==> config.mk <==
export PLATFORM = sky130hd
export DESIGN_NAME = alu_16bit
export DESIGN_NICKNAME = d
export VERILOG_FILES = /design/src/rtl/alu_pkg.sv /design/src/rtl/adder_16bit.sv /design/src/rtl/alu_16bit.sv
export SDC_FILE = /design/constraint.sdc
export NUM_CORES = 1
export LEC_CHECK = 0
export ABC_AREA = 1
export BUFFER_PORTS_ARGS = -buffer_cell sky130_fd_sc_hd__buf_2
export CORE_UTILIZATION = 63
export CTS_BUF_LIST = sky130_fd_sc_hd__clkbuf_4 sky130_fd_sc_hd__clkbuf_8
export CTS_CLUSTER_DIAMETER = 50
export DETAILED_ROUTE_END_ITERATION = 6
export PLACE_DENSITY = 0.95
export SETUP_SLACK_MARGIN = 0.05
export SYNTH_ARGS = -nofsm -noshare
export SYNTH_HDL_FRONTEND = slang
export SYNTH_SLANG_ARGS = --single-unit
==> constraint.sdc <==
create_clock -name clk -period 2.2 [get_ports clk]
set_clock_uncertainty 0.15 [all_clocks]
set_input_delay 0.66 -clock clk [delete_from_list [all_inputs] [get_ports clk]]
set_output_delay 0.66 -clock clk [all_outputs]
set_load 0.05 [all_outputs]
==> src/rtl/alu_pkg.sv <==
// Shared opcode encodings and status-register bit positions for the Rechenwerk ALU.
package alu_pkg;

    localparam logic [2:0] ALU_AND = 3'b000;
    localparam logic [2:0] ALU_OR  = 3'b001;
    localparam logic [2:0] ALU_ADD = 3'b010;
    localparam logic [2:0] ALU_XOR = 3'b011;
    localparam logic [2:0] ALU_NOR = 3'b100;
    localparam logic [2:0] ALU_MOV = 3'b101;
    localparam logic [2:0] ALU_SUB = 3'b110;
    localparam logic [2:0] ALU_SLT = 3'b111;

    localparam int unsigned SREG_C = 0;
    localparam int unsigned SREG_Z = 1;
    localparam int unsigned SREG_N = 2;
    localparam int unsigned SREG_V = 3;

endpackage

==> src/rtl/adder_16bit.sv <==
// Combinational ripple-free adder: sum = a + b + cin with carry out.
module adder_16bit #(
    parameter int unsigned WIDTH = 16
) (
    input  logic [WIDTH-1:0] a,
    input  logic [WIDTH-1:0] b,
    input  logic             cin,
    output logic [WIDTH-1:0] sum,
    output logic             cout
);

    logic [WIDTH:0] total;

    always_comb begin
        total = {1'b0, a} + {1'b0, b} + {{WIDTH{1'b0}}, cin};
        sum   = total[WIDTH-1:0];
        cout  = total[WIDTH];
    end

endmodule

==> src/rtl/alu_16bit.sv <==
// Registered ALU: one logic/arithmetic op per enabled clock, with C/Z/N/V status.
module alu_16bit
    import alu_pkg::*;
#(
    parameter int unsigned WIDTH = 16
) (
    input  logic             clk,
    input  logic             rst_n,
    input  logic             en,
    input  logic [WIDTH-1:0] a,
    input  logic [WIDTH-1:0] b,
    input  logic [2:0]       ALUOp,
    output logic [WIDTH-1:0] result,
    output logic [3:0]       sreg
);

    localparam int unsigned Msb = WIDTH - 1;

    logic             do_sub;
    logic [WIDTH-1:0] add_b;
    logic [WIDTH-1:0] sum;
    logic             cout;
    logic             ovf_add;
    logic             ovf_sub;

    logic [WIDTH-1:0] op_result;
    logic             op_c;
    logic             op_v;

    logic [WIDTH-1:0] result_d, result_q;
    logic [3:0]       sreg_d, sreg_q;

    // SUB and SLT share the adder as a + ~b + 1
    assign do_sub = (ALUOp == ALU_SUB) || (ALUOp == ALU_SLT);
    assign add_b  = do_sub ? ~b : b;

    adder_16bit #(
        .WIDTH(WIDTH)
    ) u_adder (
        .a   (a),
        .b   (add_b),
        .cin (do_sub),
        .sum (sum),
        .cout(cout)
    );

    assign ovf_add = (a[Msb] == b[Msb]) && (sum[Msb] != a[Msb]);
    assign ovf_sub = (a[Msb] != b[Msb]) && (sum[Msb] != a[Msb]);

    always_comb begin
        op_result = '0;
        op_c      = 1'b0;
        op_v      = 1'b0;
        case (ALUOp)
            ALU_AND: op_result = a & b;
            ALU_OR:  op_result = a | b;
            ALU_XOR: op_result = a ^ b;
            ALU_NOR: op_result = ~(a | b);
            ALU_MOV: op_result = b;
            ALU_ADD: begin
                op_result = sum;
                op_c      = cout;
                op_v      = ovf_add;
            end
            ALU_SUB: begin
                op_result = sum;
                op_c      = ~cout;
                op_v      = ovf_sub;
            end
            ALU_SLT: begin
                op_result    = '0;
                op_result[0] = sum[Msb] ^ ovf_sub;
                op_c         = ~cout;
                op_v         = ovf_sub;
            end
            default: op_result = '0;
        endcase
    end

    always_comb begin
        result_d = result_q;
        sreg_d   = sreg_q;
        if (en) begin
            result_d       = op_result;
            sreg_d[SREG_C] = op_c;
            sreg_d[SREG_Z] = (op_result == '0);
            sreg_d[SREG_N] = op_result[Msb];
            sreg_d[SREG_V] = op_v;
        end
    end

    always_ff @(posedge clk or negedge rst_n) begin
        if (!rst_n) begin
            result_q <= '0;
            sreg_q   <= '0;
        end else begin
            result_q <= result_d;
            sreg_q   <= sreg_d;
        end
    end

    assign result = result_q;
    assign sreg   = sreg_q;

endmodule

==> run_results.csv, run 1 <==
group,metric,value,unit
status,status,"aborted with a tool error",
status,haltStage,"global routing",
status,error_line,"[ERROR GRT-0116] Global routing finished with congestion. Check the congestion regions in the DRC Viewer.",
logic_synthesis,ys_ff_latch,19,
logic_synthesis,async_reset_ff_share,100.0,%
global_route,grt_usage,77.67,%
logic_synthesis,synth-edff-count,0,
clock_network,cts_sinks,19,
placement,port_buffers,57,
logic_synthesis,synth_area_per_cell,6.232,sq um
placement,postPlaceCellArea,0.004315,sq mm
clock_network,cts_max_level,1,
global_route,grt_pass1_vias,5873,
floorplan,start_util,66.62,%
global_route,grt_pass1_wl,31520,um
global_route,grt_max_degree,20,
clock_network,cts_buffers,3,
logic_synthesis,synth_top_area_cell,"ha_1",
logic_synthesis,synth_area_leaders,"ha_1 19%, nand2_1 17%, dfrtp_1 15%, inv_1 8.8%, nand3_1 7.6%",
logic_synthesis,yosys_warnings,0,
logic_synthesis,syn-num-nets,603,
clock_network,cts_hold_buf,0,
clock_network,root_buffer,"clkbuf_8",
logic_synthesis,ys_seq_area_share,14.81,%
logic_synthesis,synth_cell_types,33,
logic_synthesis,syn-instance-count,515,
clock_network,cts_buffer_depth,2,
logic_synthesis,yosys_most_used_dff,"dfrtp_1",
placement,gp_congestion,1.030,
floorplan,ios,58,
placement,place_inst,716,
global_route,overflow,117,
logic_synthesis,netlist_area,0.003209,sq mm
floorplan,die_y,73.38,um
placement,dp.final_hpwl,10580,um
logic_synthesis,yosysTopAreaCellShare,19.10,%
floorplan,die_w,73.38,um
floorplan,rows,25,
-- Yosys cell counts, types with 3 or more instances --
cell type	number
nand3b_1	4
a211oi_1	7
a21oi_1	20
nand2_1	143
xor2_1	16
clkbuf_1	4
or2_2	11
inv_1	75
nor2_1	31
buf_2	5
o21ai_1	6
nand4_1	10
nand3_1	49
o22ai_1	4
dfrtp_1	19
ha_1	49
buf_4	3
o21ai_0	33
nor3_1	5
-- stage by stage --
step	setup slack (ns)	hold WS (ns)
2_1_floorplan	-0.5537	0.2144
3_3_place_gp	-0.8363	0.3134
3_5_place_dp	-1.053	0.3259
4_1_cts	-0.5630	0.1919
-- timing repair --
| action | CTS |
|---|---|
| buffers inserted | 8 |
| pin swaps | 26 |
| endpoints found under the setup margin | 19 |
| gates cloned | 1 |
| resized for setup | 59 |
-- logic make-up after synthesis --
| kind of cell | Yosys count | share of synthesized area [%] |
|---|---|---|
| AOI/OAI and AO/OA | 73 | 12.48 |
| xor gates and xnor gates | 16 | 4.366 |
| adders and majority gates | 50 | 19.73 |
| buffers and inverters | 92 | 11.77 |
| DFF | 19 | 14.81 |
| and+or+nand+nor | 265 | 36.84 |
-- routing by layer --
metal  GRT overflow  GRT usage (%)
met5              0          10.10
met4             37          94.44
met3              1          53.09
met2             77          103.8
met1              2          70.44
==> run 2, diff against run 1 <==
- CORE_UTILIZATION: 63 -> 40
- CTS_BUF_LIST: sky130_fd_sc_hd__clkbuf_4 sky130_fd_sc_hd__clkbuf_8 -> not set
- CTS_CLUSTER_DIAMETER: 50 -> not set
- PLACE_DENSITY: 0.95 -> not set
- PLACE_DENSITY_LB_ADDON: not set -> 0.15
- SETUP_SLACK_MARGIN: 0.05 -> not set
==> run 2 against run 1 <==
Effect of this change: area after synthesis unchanged; synthesized cell count unchanged; the flow now finishes, with violations (setup timing).
==> run_results.csv, run 2 <==
group,metric,value,unit
floorplan,die_w,91.57,um
global_route,overflow,0,
logic_synthesis,yosys_warnings,0,
pwr,p_per_area,446.9,mW/mm^2
logic_synthesis,syn-num-nets,603,
placement,pre_cts_ws,-0.8235,ns
setup_path,start_kind,"primary input",
clock_network,cts_hold_buf,0,
floorplan,ios,58,
logic_synthesis,synth_cell_types,33,
floorplan,dieArea,0.008385,sq mm
logic_synthesis,synth-edff-count,0,
global_route,grt_max_degree,20,
logic_synthesis,ys_seq_area_share,14.81,%
clock_network,cts_buffers,3,
layout,drive_gt1_share,45.00,%
setup_path,reg2reg_depth,2,
flow_run,maxCapViolCount,0,
clock_network,clk_latency,0.24,ns
logic_synthesis,synth_top_area_cell,"ha_1",
setup_path,r2r_slack,1.42,ns
worst_hold_path,hold_class,"primary input to async pin",
global_route,antenna_found_initial,0,
drt,post_drt_wl_per_cell,14.20,um
pwr,max-vdd-ir-drop,190.5,uV
clock_network,cts_tree,"done",
layout,n_fill_cell,656,
status,status,"complete, but fails checks",
layout,finish.utilization,66.39,%
placement,port_buffers,57,
logic_synthesis,synth_area_per_cell,6.232,sq um
pwr,power.leakage,2.744,nW
floorplan,start_util,41.53,%
sta,fin_hold_ws,0.1850,ns
layout,seq_area,475.5,sq um
setup_path,criticalPathCategory,"primary input to flip-flop",
sta,setup_viol,16,
global_route,grt_pass1_wl,17020,um
placement,gp_congestion,0.9016,
sta,worstMarginPinSlew,0.4119,ns
global_route,grt_usage,25.21,%
global_route,grt_pass1_vias,3718,
setup_path,cp.required,2.24,ns
layout,final_cells,782,
floorplan,die_y,91.57,um
layout,layout.nets,769,
logic_synthesis,syn-instance-count,515,
sta,timing.final.hold_violations,0,
clock_network,clk_pin_slew,0.07,ns
layout,area_growth,59.84,%
logic_synthesis,yosysMostFrequentCell,"nand2_1",
pwr,total_power,2.292,mW
clock_network,cts_max_level,1,
logic_synthesis,netlist_area,0.003209,sq mm
logic_synthesis,yosysTopAreaCellShare,19.10,%
drt,drt_iter0_markers,267,
sta,rsz0062_at_grt,"yes",
logic_synthesis,yosys_most_used_dff,"dfrtp_1",
drt,drcViolationCount,0,
drt,wl,11110,um
layout,largest_register_ffs,15,
setup_path,worstReg2RegEnd,"result[9]",
sta,fin_crit_sh,120.1,%
layout,mostFrequentLayoutCell,"buf_4",
logic_synthesis,ys_ff_latch,19,
clock_network,cts_sinks,19,
setup_path,reg2reg_from,"result[9]",
floorplan,core,0.007727,sq mm
clock_network,cts_buffer_depth,2,
setup_path,cp-end-kind,"flip-flop",
logic_synthesis,synth_common_cells,"143 x nand2_1, 75 x inv_1, 49 x ha_1, 49 x nand3_1, 33 x o21ai_0",
sta,finalWorstPathRequiredPeriod,2.642,ns
placement,dp.final_hpwl,8328,um
clock_network,root_buffer,"clkbuf_8",
sta,slew_headroom,72.54,%
drt,drtPass1Iterations,5,
sta,drv_slew,0,
logic_synthesis,synth_area_leaders,"ha_1 19%, nand2_1 17%, dfrtp_1 15%, inv_1 8.8%, nand3_1 7.6%",
drt,vias_per_cell,5.129,
drt,drtAntennaViolNets,0,
sta,fin_ws,-0.4420,ns
setup_path,crit_fanout,7,
status,violations,"setup timing",
drt,vias,4011,
placement,place_inst,768,
layout,multiInputGateArea,0.002947,sq mm
layout,final_cell_mix,"113 x buf_4, 105 x nand2_1, 72 x inv_1, 55 x buf_2, 41 x ha_1",
sta,fmax,378.5,MHz
layout,diodes,0,
logic_synthesis,async_reset_ff_share,100.0,%
setup_path,cp.arrival,2.68,ns
floorplan,rows,32,
run 2: cell counts after synthesis:
Identical to the previous run, type by type.
run 2: final cells by class:
cell class | count | area share (%)
tap | 102 | 2.488
multi-input combinational | 405 | 57.44
clock buffer | 4 | 0.8780
timing repair buffer | 175 | 24.29
inverter | 77 | 5.634
sequential | 19 | 9.268
run 2: per-stage QoR:
stage               setup TNS (ns)  cell area, sq um
CTS                         -3.841              4790
global route                -6.065              5130
floorplan                   -5.014              3348
global placement            -11.13              4487
finish                      -4.363              5130
detailed placement          -11.89              4487
run 2: worst max path at each step:
stage,startpoint,to,depth (start not counted)
after CTS,ALUOp[2],sreg[1],16
after global placement,ALUOp[2],sreg[1],18
after global routing,ALUOp[1],sreg[0],13
after floorplan,ALUOp[1],sreg[1],15
final,ALUOp[1],sreg[1],16
after detailed placement,ALUOp[1],sreg[1],16
run 2: timing repair:
item                                    CTS  global route
endpoints found under the setup margin   18            18
gates cloned                              1             0
buffers inserted                          6             3
pin swaps                                26            19
resized for setup                        58            61
run 2: where the power goes:
group | leakage, nW | internal (mW) | switching [mW]
registers | 0.240 | 0.402 | 0.0261
logic | 2.48 | 0.667 | 0.967
clock network | 0.0228 | 0.128 | 0.102
run 2: worst max-delay path, cell delays in order:
cell and delay [ns]:
buf_12 0.12, nand2_8 0.13, nand2_2 0.07, and2_4 0.14, fa_2 0.37, nand2_2 0.11, nand2_4 0.08, nand3_2 0.10
nand3_2 0.08, nand3_2 0.07, nand4_1 0.20, nor2_1 0.15, nand3_1 0.12, nor3_2 0.11, nand4_1 0.10, nand2_1 0.06
run 2: logic make-up after synthesis:
logic type | count (synthesis) | synth area share, %
AO/OA/AOI/OAI | 73 | 12.48
XOR/XNOR | 16 | 4.366
adder cells (fa/ha/maj) | 50 | 19.73
buffers and inverters | 92 | 11.77
flip-flops | 19 | 14.81
AND/OR/NAND/NOR | 265 | 36.84
run 2: routing by layer:
metal / share of wire, % / GRT usage, % / wire [um]
met1: 44 / 31.98 / 4852
met2: 49 / 45.18 / 5488
met3: 5.0 / 2.010 / 554
met4: 1.9 / 7.275 / 212
met5: 0 / 0 / 0
No activity file was read; power rests on OpenSTA's default activity.
==> run 3, diff against run 2 <==
- CORE_ASPECT_RATIO: not set -> 0.6
==> run 3 against run 2 <==
Effect of this change: the run still ends with setup timing left; critical path depth fell by 1; register-to-register slack got worse by 0.02 ns; sequential power is essentially flat; fmax down 2.5%; sequential share of layout area down 0.32 points; design area up 3.5%; clock-buffer cell count stayed put; combinational power grew 7%; die area increased by 0.15%; sequential cell count stayed put; setup slack got worse by 0.067 ns; total power is 11% higher; critical path type unchanged; critical endpoint unchanged; largest power group unchanged; highest routed layer unchanged.
==> run_results.csv, run 3 (synthesis results as in run 2) <==
group,metric,value,unit
floorplan,die_y,71.39,um
drt,vias_per_cell,5.269,
layout,drive_gt1_share,47.58,%
drt,drt_iter0_markers,349,
layout,largest_register_ffs,15,
sta,timing.final.hold_violations,0,
setup_path,cp-end-kind,"flip-flop",
global_route,use_met2,44.12,%
pwr,p_per_area,480.6,mW/mm^2
layout,final_area,0.005311,sq mm
global_route,grtUsageMet3,3.822,%
floorplan,die_w,117.6,um
clock_network,cts_hold_buf,0,
drt,post_drt_wl_per_cell,15.61,um
floorplan,rows,24,
global_route,grt_pass1_vias,3842,
sta,rsz0062_at_grt,"yes",
sta,worstMarginPinSlew,0.4440,ns
sta,fin_ws,-0.5092,ns
status,status,"complete, but fails checks",
floorplan,dieArea,0.008398,sq mm
placement,postPlaceCellArea,0.004417,sq mm
flow_run,maxCapViolCount,0,
clock_network,clk_latency,0.25,ns
setup_path,cp.arrival,2.76,ns
drt,vias,4147,
layout,finish.utilization,70.75,%
placement,port_buffers,57,
clock_network,cts_sinks,19,
worst_hold_path,hold_class,"primary input to async pin",
drt,drcViolationCount,0,
sta,setup_viol,18,
global_route,antenna_found_initial,0,
drt,wl,12280,um
floorplan,core,0.007507,sq mm
placement,dp.final_hpwl,9026,um
placement,gp_congestion,0.9471,
sta,drv_slew,0,
clock_network,cts_tree,"done",
clock_network,root_buffer,"clkbuf_16",
sta,finalSetupTns,-5.200,ns
layout,mostFrequentLayoutCell,"buf_4",
clock_network,clk_pin_slew,0.06,ns
status,violations,"setup timing",
sta,fin_crit_sh,123.1,%
floorplan,start_util,42.75,%
layout,n_fill_cell,625,
global_route,grt_max_degree,20,
drt,drtPass1Iterations,5,
layout,final_cell_mix,"107 x buf_4, 106 x nand2_1, 64 x inv_1, 55 x buf_2, 40 x ha_1",
global_route,gr-usage-met1,40.77,%
clock_network,cts_buffer_depth,2,
setup_path,criticalPathCategory,"primary input to flip-flop",
layout,layout.nets,772,
clock_network,cts_max_level,1,
global_route,grt_pass1_wl,18570,um
drt,drtAntennaViolNets,0,
sta,fmax,369.1,MHz
global_route,busiest_layer,"met2",
global_route,overflow,0,
layout,area_growth,65.50,%
setup_path,crit_fanout,8,
layout,diodes,0,
setup_path,cp.required,2.25,ns
sta,slew_headroom,70.29,%
sta,finalWorstPathRequiredPeriod,2.709,ns
floorplan,ios,58,
global_route,grt_usage,27.77,%
clock_network,cts_buffers,3,
pwr,max-vdd-ir-drop,415.4,uV
pwr,total_power,2.552,mW
setup_path,start_kind,"primary input",
pwr,power.leakage,2.782,nW
==> run 3: cell types whose count changed in the layout (fill, tap and decap cells not counted), moves of 5 or more <==
cell,change
buf_4,-6
inv_1,-8
nand2_2,-5
inv_2,+8
buf_6,+11
==> run 3: cell type report <==
type / instances / area, sq um / area share, %
multi-input cells: 405 / 3053 / 57.48
repair buffers: 178 / 1285 / 24.19
flip-flops and latches: 19 / 475.5 / 8.952
inverters: 77 / 289.0 / 5.442
well taps: 104 / 130.1 / 2.450
clock buffers: 4 / 78.83 / 1.484
==> run 3: worst paths after layout <==
path                         endpoint  slack, ns      start  cells past startpoint
max in group asynchronous   result[4]       1.39      rst_n                      1
max reg2reg                 result[7]       1.40  result[7]                      2
min in group clk            result[6]       0.33  result[6]                      2
min                        result[14]       0.19      rst_n                      1
min reg2reg                 result[6]       0.33  result[6]                      2
max                           sreg[1]      -0.51   ALUOp[1]                     15
==> run 3: metrics by stage <==
| step | std cells | setup slack, ns | hold WS (ns) |
|---|---|---|---|
| floorplan | 515 | -0.5537 | 0.2144 |
| global placement | 762 | -0.9552 | 0.3109 |
| detailed placement | 762 | -0.9449 | 0.3181 |
| CTS | 781 | -0.4251 | 0.2022 |
| global route | 787 | -0.6141 | 0.2271 |
| finish | 787 | -0.5092 | 0.1925 |
==> run 3: routing by layer <==
metal / wire length, um / share of wire, % / up-vias
li1: - / - / 2010
met1: 5754 / 47 / 1953
met2: 5486 / 45 / 162
met3: 900 / 7.3 / 22
met4: 142 / 1.2 / 0
met5: 0 / 0 / -
==> run 3: timing repair <==
item,4_1_cts,5_1_grt
resized for setup,65,92
gates cloned,1,0
endpoints found under the setup margin,18,18
pin swaps,47,48
buffers inserted,16,7
==> run 3: worst max-delay path, stage by stage <==
cell and delay [ns]:
buf_12 0.11, nand2_8 0.11, xor2_1 0.16, ha_1 0.39, nand2_2 0.12, nor2_4 0.13, buf_6 0.10, nand4_1 0.19
nand3_1 0.15, nand2_1 0.08, nand3_2 0.11, a21oi_4 0.08, nor3_2 0.19, nand4_1 0.11, nand2_1 0.07
==> run 3: power breakdown <==
part	leakage (nW)	internal, mW	switching, mW
Sequential	0.240	0.402	0.0280
Clock	0.0382	0.247	0.133
Combinational	2.50	0.704	1.04
Total	2.78	1.35	1.20
